<file path="config.mk">
export PLATFORM = sky130hd
export DESIGN_NAME = rd_job_sequencer_flat
export DESIGN_NICKNAME = d
export VERILOG_FILES = /design/src/rtl/rd_job_sequencer_if.sv /design/src/rtl/rd_job_sequencer.sv /design/src/flat_wrapper.sv
export SDC_FILE = /design/constraint.sdc
export NUM_CORES = 1
export LEC_CHECK = 0
export BUFFER_PORTS_ARGS = -buffer_cell sky130_fd_sc_hd__buf_2
export CAP_MARGIN = 40
export CORE_MARGIN = 4
export CORE_UTILIZATION = 31
export CTS_CLUSTER_SIZE = 40
export DETAILED_ROUTE_END_ITERATION = 8
export PLACE_DENSITY_LB_ADDON = 0.2
export SLEW_MARGIN = 15
export SYNTH_ARGS = -nofsm -noshare
export SYNTH_HDL_FRONTEND = slang
export SYNTH_SLANG_ARGS = --single-unit
</file>
<file path="constraint.sdc">
create_clock -name clk -period 3.7 [get_ports clk]
set_input_delay 0.555 -clock clk [delete_from_list [all_inputs] [get_ports clk]]
set_output_delay 0.555 -clock clk [all_outputs]
set_load 0.02 [all_outputs]
</file>
<file path="src/rtl/rd_job_sequencer_if.sv">
// Job-control and read-engine signal bundle for rd_job_sequencer.
// The slave modport is the sequencer's view; master is the job host plus read engine.
interface rd_job_sequencer_if #(
  parameter int ADDR_WIDTH = 64,
  parameter int TMO_WIDTH  = 32
);
  logic                  job_start;
  logic                  job_abort;
  logic [ADDR_WIDTH-1:0] job_base_address;
  logic [31:0]           job_stride;
  logic [15:0]           job_iterations;
  logic                  job_stop_on_error;
  logic [TMO_WIDTH-1:0]  timeout_cycles;
  logic                  rd_done_pulse;
  logic [1:0]            rd_error;
  logic [63:0]           rd_error_info;
  logic                  engine_start_pulse;
  logic [ADDR_WIDTH-1:0] source_address;
  logic                  busy;
  logic                  job_done_pulse;
  logic [1:0]            job_status;
  logic [15:0]           iter_count;
  logic [15:0]           error_count;
  logic [63:0]           first_error_info;

  modport slave (
    input  job_start, job_abort, job_base_address, job_stride, job_iterations,
           job_stop_on_error, timeout_cycles, rd_done_pulse, rd_error, rd_error_info,
    output engine_start_pulse, source_address, busy, job_done_pulse, job_status,
           iter_count, error_count, first_error_info
  );

  modport master (
    output job_start, job_abort, job_base_address, job_stride, job_iterations,
           job_stop_on_error, timeout_cycles, rd_done_pulse, rd_error, rd_error_info,
    input  engine_start_pulse, source_address, busy, job_done_pulse, job_status,
           iter_count, error_count, first_error_info
  );
endinterface

</file>
<file path="src/rtl/rd_job_sequencer.sv">
// Runs a read engine N times over a strided address range, tracking errors,
// per-iteration timeouts and aborts, and reports one status per job.
module rd_job_sequencer #(
  parameter int ADDR_WIDTH = 64,
  parameter int TMO_WIDTH  = 32
) (
  input logic               clk,
  input logic               rst,
  rd_job_sequencer_if.slave bus
);
  typedef enum logic [1:0] {IDLE, LAUNCH, WAIT, DONE} state_t;

  localparam logic [1:0] STATUS_OK    = 2'd0;
  localparam logic [1:0] STATUS_DATA  = 2'd1;
  localparam logic [1:0] STATUS_TMO   = 2'd2;
  localparam logic [1:0] STATUS_ABORT = 2'd3;

  state_t                state_q, state_d;
  logic [15:0]           iterTarget_q, iterTarget_d;
  logic [31:0]           stride_q, stride_d;
  logic                  stopOnErr_q, stopOnErr_d;
  logic [TMO_WIDTH-1:0]  tmoLimit_q, tmoLimit_d;
  logic [TMO_WIDTH-1:0]  timer_q, timer_d;
  logic [ADDR_WIDTH-1:0] addr_q, addr_d;
  logic [15:0]           iterCnt_q, iterCnt_d;
  logic [15:0]           errCnt_q, errCnt_d;
  logic [63:0]           firstInfo_q, firstInfo_d;
  logic [1:0]            status_q, status_d;
  logic                  engineStart_q, engineStart_d;
  logic                  jobDone_q, jobDone_d;
  logic                  busy_q, busy_d;
  logic [15:0]           iterNext;
  logic                  errHit;
  logic                  errAny;

  always_comb begin
    state_d      = state_q;
    iterTarget_d = iterTarget_q;
    stride_d     = stride_q;
    stopOnErr_d  = stopOnErr_q;
    tmoLimit_d   = tmoLimit_q;
    timer_d      = timer_q;
    addr_d       = addr_q;
    iterCnt_d    = iterCnt_q;
    errCnt_d     = errCnt_q;
    firstInfo_d  = firstInfo_q;
    status_d     = status_q;
    iterNext     = iterCnt_q + 16'd1;
    errHit       = (bus.rd_error != 2'b00);
    errAny       = errHit || (errCnt_q != 16'd0);

    unique case (state_q)
      IDLE: begin
        if (bus.job_start) begin
          iterTarget_d = bus.job_iterations;
          stride_d     = bus.job_stride;
          stopOnErr_d  = bus.job_stop_on_error;
          tmoLimit_d   = bus.timeout_cycles;
          timer_d      = '0;
          addr_d       = bus.job_base_address;
          iterCnt_d    = '0;
          errCnt_d     = '0;
          firstInfo_d  = '0;
          status_d     = STATUS_OK;
          state_d      = (bus.job_iterations != 16'd0) ? LAUNCH : DONE;
        end
      end
      LAUNCH: begin
        timer_d = '0;
        state_d = WAIT;
      end
      WAIT: begin
        timer_d = (&timer_q) ? timer_q : timer_q + TMO_WIDTH'(1);
        // A completion in the same cycle as abort/timeout is always counted first.
        if (bus.rd_done_pulse) begin
          iterCnt_d = iterNext;
          addr_d    = addr_q + ADDR_WIDTH'(stride_q);
          if (errHit) begin
            errCnt_d = (&errCnt_q) ? errCnt_q : errCnt_q + 16'd1;
            if (errCnt_q == 16'd0) firstInfo_d = bus.rd_error_info;
          end
          if ((iterNext == iterTarget_q) || (errHit && stopOnErr_q)) begin
            status_d = errAny ? STATUS_DATA : STATUS_OK;
            state_d  = DONE;
          end else if (bus.job_abort) begin
            status_d = STATUS_ABORT;
            state_d  = DONE;
          end else begin
            state_d = LAUNCH;
          end
        end else if (bus.job_abort) begin
          status_d = STATUS_ABORT;
          state_d  = DONE;
        end else if ((tmoLimit_q != '0) && (timer_q + TMO_WIDTH'(1) == tmoLimit_q)) begin
          status_d = STATUS_TMO;
          state_d  = DONE;
        end
      end
      DONE: begin
        state_d = IDLE;
      end
      default: begin
        state_d = IDLE;
      end
    endcase

    engineStart_d = (state_d == LAUNCH);
    jobDone_d     = (state_d == DONE);
    busy_d        = (state_d != IDLE);
  end

  always_ff @(posedge clk) begin
    if (rst) begin
      state_q       <= IDLE;
      iterTarget_q  <= '0;
      stride_q      <= '0;
      stopOnErr_q   <= 1'b0;
      tmoLimit_q    <= '0;
      timer_q       <= '0;
      addr_q        <= '0;
      iterCnt_q     <= '0;
      errCnt_q      <= '0;
      firstInfo_q   <= '0;
      status_q      <= '0;
      engineStart_q <= 1'b0;
      jobDone_q     <= 1'b0;
      busy_q        <= 1'b0;
    end else begin
      state_q       <= state_d;
      iterTarget_q  <= iterTarget_d;
      stride_q      <= stride_d;
      stopOnErr_q   <= stopOnErr_d;
      tmoLimit_q    <= tmoLimit_d;
      timer_q       <= timer_d;
      addr_q        <= addr_d;
      iterCnt_q     <= iterCnt_d;
      errCnt_q      <= errCnt_d;
      firstInfo_q   <= firstInfo_d;
      status_q      <= status_d;
      engineStart_q <= engineStart_d;
      jobDone_q     <= jobDone_d;
      busy_q        <= busy_d;
    end
  end

  assign bus.engine_start_pulse = engineStart_q;
  assign bus.source_address     = addr_q;
  assign bus.busy               = busy_q;
  assign bus.job_done_pulse     = jobDone_q;
  assign bus.job_status         = status_q;
  assign bus.iter_count         = iterCnt_q;
  assign bus.error_count        = errCnt_q;
  assign bus.first_error_info   = firstInfo_q;
endmodule
</file>
<file path="src/flat_wrapper.sv">
// flat-port wrapper written by rule: the top's interface ports become plain ports
module rd_job_sequencer_flat 
#(
  parameter int ADDR_WIDTH = 64,
  parameter int TMO_WIDTH  = 32
)
  (clk, rst, bus_job_start, bus_job_abort, bus_job_base_address, bus_job_stride, bus_job_iterations, bus_job_stop_on_error, bus_timeout_cycles, bus_rd_done_pulse, bus_rd_error, bus_rd_error_info, bus_engine_start_pulse, bus_source_address, bus_busy, bus_job_done_pulse, bus_job_status, bus_iter_count, bus_error_count, bus_first_error_info);
  rd_job_sequencer_if #(.ADDR_WIDTH(ADDR_WIDTH), .TMO_WIDTH(TMO_WIDTH)) bus_i ();
  input logic clk;
  input logic rst;
  input wire logic [$bits(bus_i.job_start)-1:0] bus_job_start;
  input wire logic [$bits(bus_i.job_abort)-1:0] bus_job_abort;
  input wire logic [$bits(bus_i.job_base_address)-1:0] bus_job_base_address;
  input wire logic [$bits(bus_i.job_stride)-1:0] bus_job_stride;
  input wire logic [$bits(bus_i.job_iterations)-1:0] bus_job_iterations;
  input wire logic [$bits(bus_i.job_stop_on_error)-1:0] bus_job_stop_on_error;
  input wire logic [$bits(bus_i.timeout_cycles)-1:0] bus_timeout_cycles;
  input wire logic [$bits(bus_i.rd_done_pulse)-1:0] bus_rd_done_pulse;
  input wire logic [$bits(bus_i.rd_error)-1:0] bus_rd_error;
  input wire logic [$bits(bus_i.rd_error_info)-1:0] bus_rd_error_info;
  output wire logic [$bits(bus_i.engine_start_pulse)-1:0] bus_engine_start_pulse;
  output wire logic [$bits(bus_i.source_address)-1:0] bus_source_address;
  output wire logic [$bits(bus_i.busy)-1:0] bus_busy;
  output wire logic [$bits(bus_i.job_done_pulse)-1:0] bus_job_done_pulse;
  output wire logic [$bits(bus_i.job_status)-1:0] bus_job_status;
  output wire logic [$bits(bus_i.iter_count)-1:0] bus_iter_count;
  output wire logic [$bits(bus_i.error_count)-1:0] bus_error_count;
  output wire logic [$bits(bus_i.first_error_info)-1:0] bus_first_error_info;
  assign bus_i.job_start = bus_job_start;
  assign bus_i.job_abort = bus_job_abort;
  assign bus_i.job_base_address = bus_job_base_address;
  assign bus_i.job_stride = bus_job_stride;
  assign bus_i.job_iterations = bus_job_iterations;
  assign bus_i.job_stop_on_error = bus_job_stop_on_error;
  assign bus_i.timeout_cycles = bus_timeout_cycles;
  assign bus_i.rd_done_pulse = bus_rd_done_pulse;
  assign bus_i.rd_error = bus_rd_error;
  assign bus_i.rd_error_info = bus_rd_error_info;
  assign bus_engine_start_pulse = bus_i.engine_start_pulse;
  assign bus_source_address = bus_i.source_address;
  assign bus_busy = bus_i.busy;
  assign bus_job_done_pulse = bus_i.job_done_pulse;
  assign bus_job_status = bus_i.job_status;
  assign bus_iter_count = bus_i.iter_count;
  assign bus_error_count = bus_i.error_count;
  assign bus_first_error_info = bus_i.first_error_info;
  rd_job_sequencer #(.ADDR_WIDTH(ADDR_WIDTH), .TMO_WIDTH(TMO_WIDTH)) u_core (.clk(clk), .rst(rst), .bus(bus_i));
endmodule
</file>
### Yosys cells after proc, flatten, opt, wreduce, memory -nomap -nowiden

Cells that the tools add are included.

| storage, ports and cells | value |
|---|---|
| word-level logic and storage cells | 88 |
| bits of input ports | 216 |
| bits in registers | 280 |
| output and inout bits | 165 |

| cells by class | value |
|---|---|
| equal/unequal tests | 15 |
| mux-type cells | 34 |
| $add $sub $neg | 4 |
| reductions and logical operators | 21 |

Operators with widths:

| kind | count |
|---|---|
| 64-bit 2-to-1 mux | 6 |
| 64-bit case mux with 2 select lines | 2 |
| 32-bit case mux with 3 select lines | 1 |
| 16-bit 2-to-1 mux | 5 |
| 64-bit by 32-bit adder with 64-bit output | 1 |
| 32-bit 2-to-1 mux | 2 |
| 16-bit case mux with 2 select lines | 2 |
| 16-bit by 1-bit adder with 16-bit output, second input constant | 2 |
| 32-bit by 1-bit adder with 32-bit output, second input constant | 1 |
| 32-bit == test | 1 |
| 32-bit AND reduction | 1 |
| 16-bit nonzero test | 2 |
| 32-bit nonzero test | 1 |
| 2-bit 2-to-1 mux | 13 |
| 16-bit == test | 1 |
| 16-bit logical NOT | 1 |
| 16-bit AND reduction | 1 |
| 5-bit AND reduction | 2 |
| 2-bit inequality test, second input constant | 4 |
| 4-bit by 3-bit inequality test with 1-bit output, second input constant | 2 |
| 2-bit case mux with 4 select lines | 1 |
| 2-bit == test, second input constant | 3 |
| 3-bit AND reduction | 2 |
| 2-bit nonzero test | 3 |
| other kinds (10) | 14 |

### Depth between registers and ports, before layout

Gate-level depths: netlist (run 1).

| depth | value |
|---|---|
| depth after elaboration | 8 |
| gate-level depth with buffers | 13 |
| mapped depth without buffers | 12 |

### Least setup slack after synthesis (run 1)

No wires, ideal clock.

| timing | value |
|---|---|
| path type | register to register |
| start | register u_core.addr_q[0], in the netlist u_core.bus.source_address[0] |
| end | register u_core.addr_q[56], in the netlist u_core.bus.source_address[56] |
| path buffers | 0 |
| arrival time | 3,201 ps |
| setup slack | 424 ps |
| stages on the path, launching flop included | 13 |
| required time | 3,626 ps |
| period minus slack after synthesis | 3,276 ps |
| library setup time | 74 ps |
| path through | dfxtp_1 > ha_1 > inv_1 > fa_1 > nor2b_1 > o211ai_1 > a21boi_0 > o21ai_0 > a211o_1 > a211oi_1 > o21ai_1 > or4_1 > a31oi_1 |

| on the way | value |
|---|---|
| longest elaborated chain between the ends | 3 |

Ends and longest elaborated chain:

| element | RTL line | source |
|---|---|---|
| start, declared | rd_job_sequencer.sv:24 | `logic [ADDR_WIDTH-1:0] addr_q, addr_d;` |
| start signal, assigned | rd_job_sequencer.sv:135 | `addr_q <= addr_d;` |
| 64-bit by 32-bit adder with 64-bit output | rd_job_sequencer.sv:77 | `addr_d = addr_q + ADDR_WIDTH'(stride_q);` |
| 64-bit 2-to-1 mux | rd_job_sequencer.sv:75 | `if (bus.rd_done_pulse) begin` |
| 64-bit case mux with 2 select lines | rd_job_sequencer.sv:52 | `unique case (state_q)` |

No other way between the ends. The select of a mux whose other input is x is not followed.
A chain may end at the register's enable or synchronous reset.

### Final worst setup path (run 1)

| timing | value |
|---|---|
| start | register u_core.iterCnt_q[5], in the netlist u_core.bus.iter_count[5] |
| end | register u_core.status_q[1], in the netlist u_core.bus.job_status[1] |

| on the way | value |
|---|---|
| longest elaborated chain between the ends | 6 |
| elaborated cells between the ends (all ways) | 8 |
| classes of those cells | add/sub: 1; eq/ne: 2; mux: 3; reduce/logical: 2 |

Ends and longest elaborated chain:

| element | RTL line | source |
|---|---|---|
| start, declared | rd_job_sequencer.sv:25 | `logic [15:0] iterCnt_q, iterCnt_d;` |
| start signal, assigned | rd_job_sequencer.sv:136 | `iterCnt_q <= iterCnt_d;` |
| 16-bit by 1-bit adder with 16-bit output * | rd_job_sequencer.sv:48 | `iterNext = iterCnt_q + 16'd1;` |
| 16-bit == test * | rd_job_sequencer.sv:82 | `if ((iterNext == iterTarget_q) \|\| (errHit && stopOnErr_q)) begin` |
| 1-bit logical OR * | rd_job_sequencer.sv:82 |  |
| 2-bit 2-to-1 mux | rd_job_sequencer.sv:82 |  |
| 2-bit 2-to-1 mux | rd_job_sequencer.sv:75 |  |
| 2-bit case mux with 2 select lines | rd_job_sequencer.sv:52 |  |
| end signal, assigned | rd_job_sequencer.sv:139 | `status_q <= status_d;` |
| end, declared | rd_job_sequencer.sv:28 | `logic [1:0] status_q, status_d;` |

Every way passes the cells marked *; elsewhere a longest branch is shown, timed or not.

==> out/metrics.csv, run 1 <==
metric,value,unit
run status,finished clean,
Yosys reg bits,280,
1st-pass router iterations,5,
Filler Cells Inserted,5033,
largest net degree at the start of global routing,76,
vias in the first global route,15800,
layout cells sized above 1,21.0,%
synthesized-area fraction occupied by adder cells,3.09,%
CTS Root Cell,clkbuf_16,
synthesized area per cell,7.51,um2
Clock Latency Late Sink,0.55,ns
worst-path fanout max,12,
Critical R2R Launch,u_core.bus.iter_count[5],
Required @ worst endpoint,4.11,ns
Syn Std Cell Area,15200,um2
nets,2587,
met1 Usage GRT,30.4,%
warnings from Yosys,0,
final setup fails,0,
Via density,5.45,
clk sinks,280,
hold_buf cts,0,
compound-cell area share of the yosys netlist,22.2,%
critical path startpoint,u_core.bus.iter_count[5],
met3 usage,5.94,%
hold path startpoint,bus_job_stride[14],
"Largest stage delay, worst path",0.58,ns
Critical Path Sink Type,flip-flop,
detailed placement HPWL,45.2,mm
Synth Area in XOR/XNOR,5.63,%
gpl congestion,0.899,
busiest grt layer,met2,
Post-synth EDFFs,0,
Routed Wire Length,61.5,mm
Async SR Flop Fraction,0,%
Cells after Synth,2028,
LEAKAGE,7.75,nW
synth unique cells,75,
fraction of synthesized area in multiplexers,0.394,%
Clock Path Buffers,3,
CP arrival,3.91,ns
actual slew at the worst max-slew pin,0.913,ns
GRT Total Usage,22.1,%
post-layout min period,3.50,ns
placed cells,2950,
Die X,230,um
# IOs,381,
most frequent cell on the critical path,nor4_1,
syn_nets,2281,
initial antenna violation count,11,
"delay-heaviest family, CP",simple AND/OR/NAND/NOR gates,
final non-filler cell total,3022,
slowest CP cell,dfxtp_1,
simple-gate share of the synthesized area,27.5,%
htree depth,2,
hold crit path type,input port to flip-flop,
Final Cycle Share,94.5,%
largest family of logic cells by synthesized area,simple AND/OR/NAND/NOR gates,
CP Cell Sequence,"nand4_1, nor4_1, xnor2_1, nand3_1, or4_1, nor4_1, buf_4, or4b_2, nand2_1, a32o_1",
met2 usage,33.9,%
Vias,16500,
pwr dens,459,nW/um2
CP Launch Type,flip-flop,
Chip Height,230,um
VDD IR max,0.275,mV
Port Buffers,380,
clock skew,0.0245,ns
max-slew violation count,0,
TritonCTS Buffers,37,
GR Overflow Total,0,
Fin. Hold Viols,0,
CP Class,flip-flop to flip-flop,
DRC Markers,0,
Buffers & Inverters on Critical Path,1,
first-pass GRT wire length,93.4,mm
CTS tree,yes,
DR iter-0 viols,1254,
Die ar.,52800,um2
Starting Density,31.6,%
register area,5610,um2
"Top FF cell, synth",dfxtp_1,
multi-input logic area,9010,um2
Core ar.,48100,um2
clock slew at reported path FFs,0.06,ns
max cap viols,0,
sequential share of the synthesized area,36.8,%
worst rel slew slack,38.5,%
Max Fclk,0.286,GHz
RSZ-0062 raised after global routing,false,
post-route ant nets,0,
Synth-to-Final Area Change,25.3,%
setup TNS,0,ns
DR WL/cell,20.3,um
row count,80,
## tightest hold or removal path, delay by kind of cell
kind / cells / cell delay, ns
compound gates: 1 / 0.05
simple gates: 1 / 0.05
buf+inv: 1 / 0.10
## through the flow
| stage | total power, mW | setup slack (ns) | utilization [%] | area (um2) | hold slack, ns |
|---|---|---|---|---|---|
| CTS | 8.88 | 0.219 | 39.6 | 19000 | 0.210 |
| finish | 8.77 | 0.202 | 39.6 | 19100 | 0.245 |
| detailed placement | 5.03 | 0.239 | 36.9 | 17800 | 0.443 |
| global route | 9.16 | 0.0500 | 39.6 | 19100 | 0.236 |
| global placement | 4.98 | 0.281 | 36.7 | 17700 | 0.435 |
| floorplan | 4.36 | 0.424 | - | 15200 | 0.432 |
## what timing repair did
action,in CTS,in global routing
gates resized for setup,0,2
buffers inserted,0,0
endpoints found under the setup margin,0,2
## state kept, by name, indices dropped and copies added (netlist names)
signal	flops
u_core.bus.engine_start_pulse	1
u_core.tmoLimit_q	32
u_core.bus.source_address	64
u_core.timer_q	32
u_core.iterTarget_q	16
u_core.bus.iter_count	16
u_core.stride_q	32
u_core.state_q	2
u_core.bus.job_status	2
u_core.bus.error_count	16
u_core.bus.busy	1
u_core.bus.job_done_pulse	1
u_core.stopOnErr_q	1
u_core.bus.first_error_info	64
## cell usage in the layout (no fill, tap or decap), drive strengths merged, types with 33 or more instances in the layout
| master | Yosys | final |
|---|---|---|
| nand4 | 39 | 39 |
| buf | 19 | 413 |
| nand2 | 366 | 366 |
| xor2 | 33 | 33 |
| a311oi | 33 | 33 |
| nor3 | 37 | 37 |
| clkbuf | 128 | 52 |
| nand3 | 112 | 112 |
| dfxtp | 280 | 280 |
| nor2 | 131 | 131 |
| o21ai | 98 | 98 |
| xnor2 | 65 | 65 |
| ha | 36 | 36 |
| a21oi | 276 | 276 |
## cell usage after synthesis, types with 20 or more instances
cell | number | area share, %
a211oi_1 | 26 | 1.3
a21o_1 | 20 | 0.99
a21oi_1 | 276 | 9.1
a311oi_1 | 33 | 1.9
a31oi_1 | 21 | 0.86
and3_1 | 32 | 1.3
and4_1 | 23 | 1.3
clkbuf_1 | 128 | 3.2
dfxtp_1 | 280 | 37
ha_1 | 36 | 3.0
inv_1 | 24 | 0.59
nand2_1 | 366 | 9.0
nand3_1 | 112 | 3.7
nand4_1 | 38 | 1.6
nor2_1 | 131 | 3.2
nor3_1 | 36 | 1.2
nor4_1 | 30 | 1.2
o21ai_0 | 94 | 3.1
or3_1 | 22 | 0.90
xnor2_1 | 65 | 3.7
xor2_1 | 33 | 1.9
## worst paths after layout
kind | endpoint | slack, ns | cells past startpoint
setup / recovery | u_core.bus.job_status[1] | 0.20 | 10
hold / removal | u_core.stride_q[14] | 0.24 | 3
setup reg to reg | u_core.bus.job_status[1] | 0.20 | 10
hold reg to reg | u_core.bus.first_error_info[17] | 0.45 | 2
## per-layer routing
metal	wire, um	vias up
li1	-	7906
met1	27800	7802
met2	26600	639
met3	5120	114
met4	1920	8
met5	50	-
## kinds of logic (layout without fill, tap and decap cells)
family          count (synthesis)  after routing
other cells                     0              3
simple gates                  870            870
fa+ha+maj                      37             37
flops                         280            280
compound gates                565            565
buf+inv                       172            507
mux                             6              6
xor+xnor                       98             98
## power by group
part           switching, mW  internal, mW
Sequential             0.174          3.18
Clock                   1.47          2.32
Combinational           1.06         0.555
## layout make-up
cell class	count	area share, %
Tap cell	656	4.30
Sequential cell	280	29.4
Clock buffer	51	5.61
Timing Repair Buffer	414	11.9
Antenna cell	3	0.0393
Multi-Input combinational cell	1576	47.2
Inverter	25	0.492
Clock inverter	17	1.09
Note: power is estimated with default switching activity, not from simulation.
==> run 2, diff against run 1 <==
--- a/config.mk
+++ b/config.mk
@@ -7,11 +7,12 @@
 export LEC_CHECK = 0
 export BUFFER_PORTS_ARGS = -buffer_cell sky130_fd_sc_hd__buf_2
 export CAP_MARGIN = 40
-export CORE_MARGIN = 4
+export CORE_MARGIN = 1.5
 export CORE_UTILIZATION = 31
 export CTS_CLUSTER_SIZE = 40
 export DETAILED_ROUTE_END_ITERATION = 8
 export PLACE_DENSITY_LB_ADDON = 0.2
+export SKIP_CTS_REPAIR_TIMING = 1
 export SLEW_MARGIN = 15
 export SYNTH_ARGS = -nofsm -noshare
 export SYNTH_HDL_FRONTEND = slang
==> out/metrics.csv, run 2 (synthesis gave the netlist of run 1 again) <==
metric,value,unit
CP arrival,3.83,ns
Routed Wire Length,59.4,mm
post-placement worst setup slack,0.171,ns
1st-pass router iterations,5,
first-pass GRT wire length,91.2,mm
# IOs,381,
detailed placement HPWL,42.9,mm
Max Fclk,0.293,GHz
Synth-to-Final Area Change,24.8,%
max cap viols,0,
Sw Share,31.0,%
VDD IR max,0.290,mV
post-route ant nets,0,
CP Class,flip-flop to flip-flop,
most frequent cells in the layout,"buf_2, nand2_1, dfxtp_1",
largest net degree at the start of global routing,109,
DR iter-0 viols,1327,
LEAKAGE,7.71,nW
setup TNS,0,ns
htree depth,2,
Clock Path Buffers,3,
GRT Total Usage,23.1,%
CP Launch Type,flip-flop,
Starting Density,31.3,%
final setup fails,0,
nets,2589,
Fin Hold WS,0.259,ns
CTS Root Cell,clkbuf_16,
Filler Cells Inserted,5175,
final worst slack,0.287,ns
Clock Latency Late Sink,0.54,ns
Sequential Power Share,39.6,%
run status,finished clean,
vias in the first global route,15300,
DRC Markers,0,
actual slew at the worst max-slew pin,0.803,ns
RSZ-0062 raised after global routing,false,
Chip Height,225,um
Required @ worst endpoint,4.12,ns
final non-filler cell total,3030,
post-layout min period,3.41,ns
Final Cycle Share,92.3,%
Clock power frac,41.3,%
max-slew violation count,0,
reg2reg setup slack,0.29,ns
dpl cell area,17700,um2
clock skew,0.0159,ns
gpl congestion,0.917,
worst-path fanout max,9,
Layout Utilization,39.0,%
hold crit path type,input port to flip-flop,
Fin. Hold Viols,0,
Core ar.,48700,um2
DR WL/cell,19.6,um
Port Buffers,380,
GR Overflow Total,0,
Die X,225,um
Gate power share,19.1,%
layout cells sized above 1,20.9,%
switching power,2.62,mW
total chip power,8.47,mW
row count,81,
Critical Path Sink Type,flip-flop,
"commonest non-fill, non-tap cell in the layout",buf_2,
TritonCTS Buffers,37,
Vias,16300,
initial antenna violation count,10,
worst rel slew slack,46.4,%
placed cells,2958,
clock slew at reported path FFs,0.06,ns
Via density,5.39,
clk sinks,280,
CTS tree,yes,
Pint,5.84,mW
Die ar.,50500,um2
Final Cell Area,19000,um2
pwr dens,445,nW/um2
==> run 2: changes by cell type in the layout (fill, tap and decap cells not counted), moves of 2 or more <==
cell and change:
clkinvlp_4 -2, bufinv_16 -2, buf_12 +2, clkbuf_16 -2
diode_2 +3
==> run 2: cell type report <==
class                   instances  area (um2)  share of cell area [%]
clock buffers                  50        1030                    5.44
repair buffers                416        2290                    12.0
well taps                     664         831                    4.37
inverters                      25        93.8                   0.493
clock inverters                13         138                   0.724
flip-flops and latches        280        5610                    29.5
diodes                          6        15.0                  0.0789
multi-input cells            1576        9010                    47.4
==> run 2: path summary, 6_finish.rpt <==
| check | startpoint | end | depth (start not counted) |
|---|---|---|---|
| max | u_core.bus.iter_count[0] | u_core.bus.job_status[1] | 11 |
| min | bus_job_stride[13] | u_core.stride_q[13] | 3 |
| max reg2reg | u_core.bus.iter_count[0] | u_core.bus.job_status[1] | 11 |
| min reg2reg | u_core.bus.first_error_info[30] | u_core.bus.first_error_info[30] | 2 |
==> run 2: critical path: stages (launching register included) <==
cell and delay [ns]:
dfxtp_1 0.52, ha_1 0.33, and4_1 0.45, and4_1 0.34, nand3_1 0.10, o311a_1 0.13, or4_1 0.48, nor4_1 0.29
buf_4 0.18, or4b_2 0.14, nand2_1 0.07, a32o_1 0.27
==> run 2: power by group through the flow <==
stage / registers, mW / clock network [mW] / logic (mW)
5_1_grt: 3.37 / 3.74 / 1.77
3_5_place_dp: 3.41 / 0 / 1.59
2_1_floorplan: 3.49 / 0 / 0.878
6_report: 3.35 / 3.50 / 1.62
4_1_cts: 3.35 / 3.62 / 1.60
3_3_place_gp: 3.40 / 0 / 1.57
==> run 2: layer usage <==
layer	part of all wire (%)	vias up	global-route usage, %
met4	3.5	8	8.90
li1	-	7909	-
met2	42	571	34.1
met1	46	7729	32.0
met3	8.4	110	6.06
met5	0.083	-	0
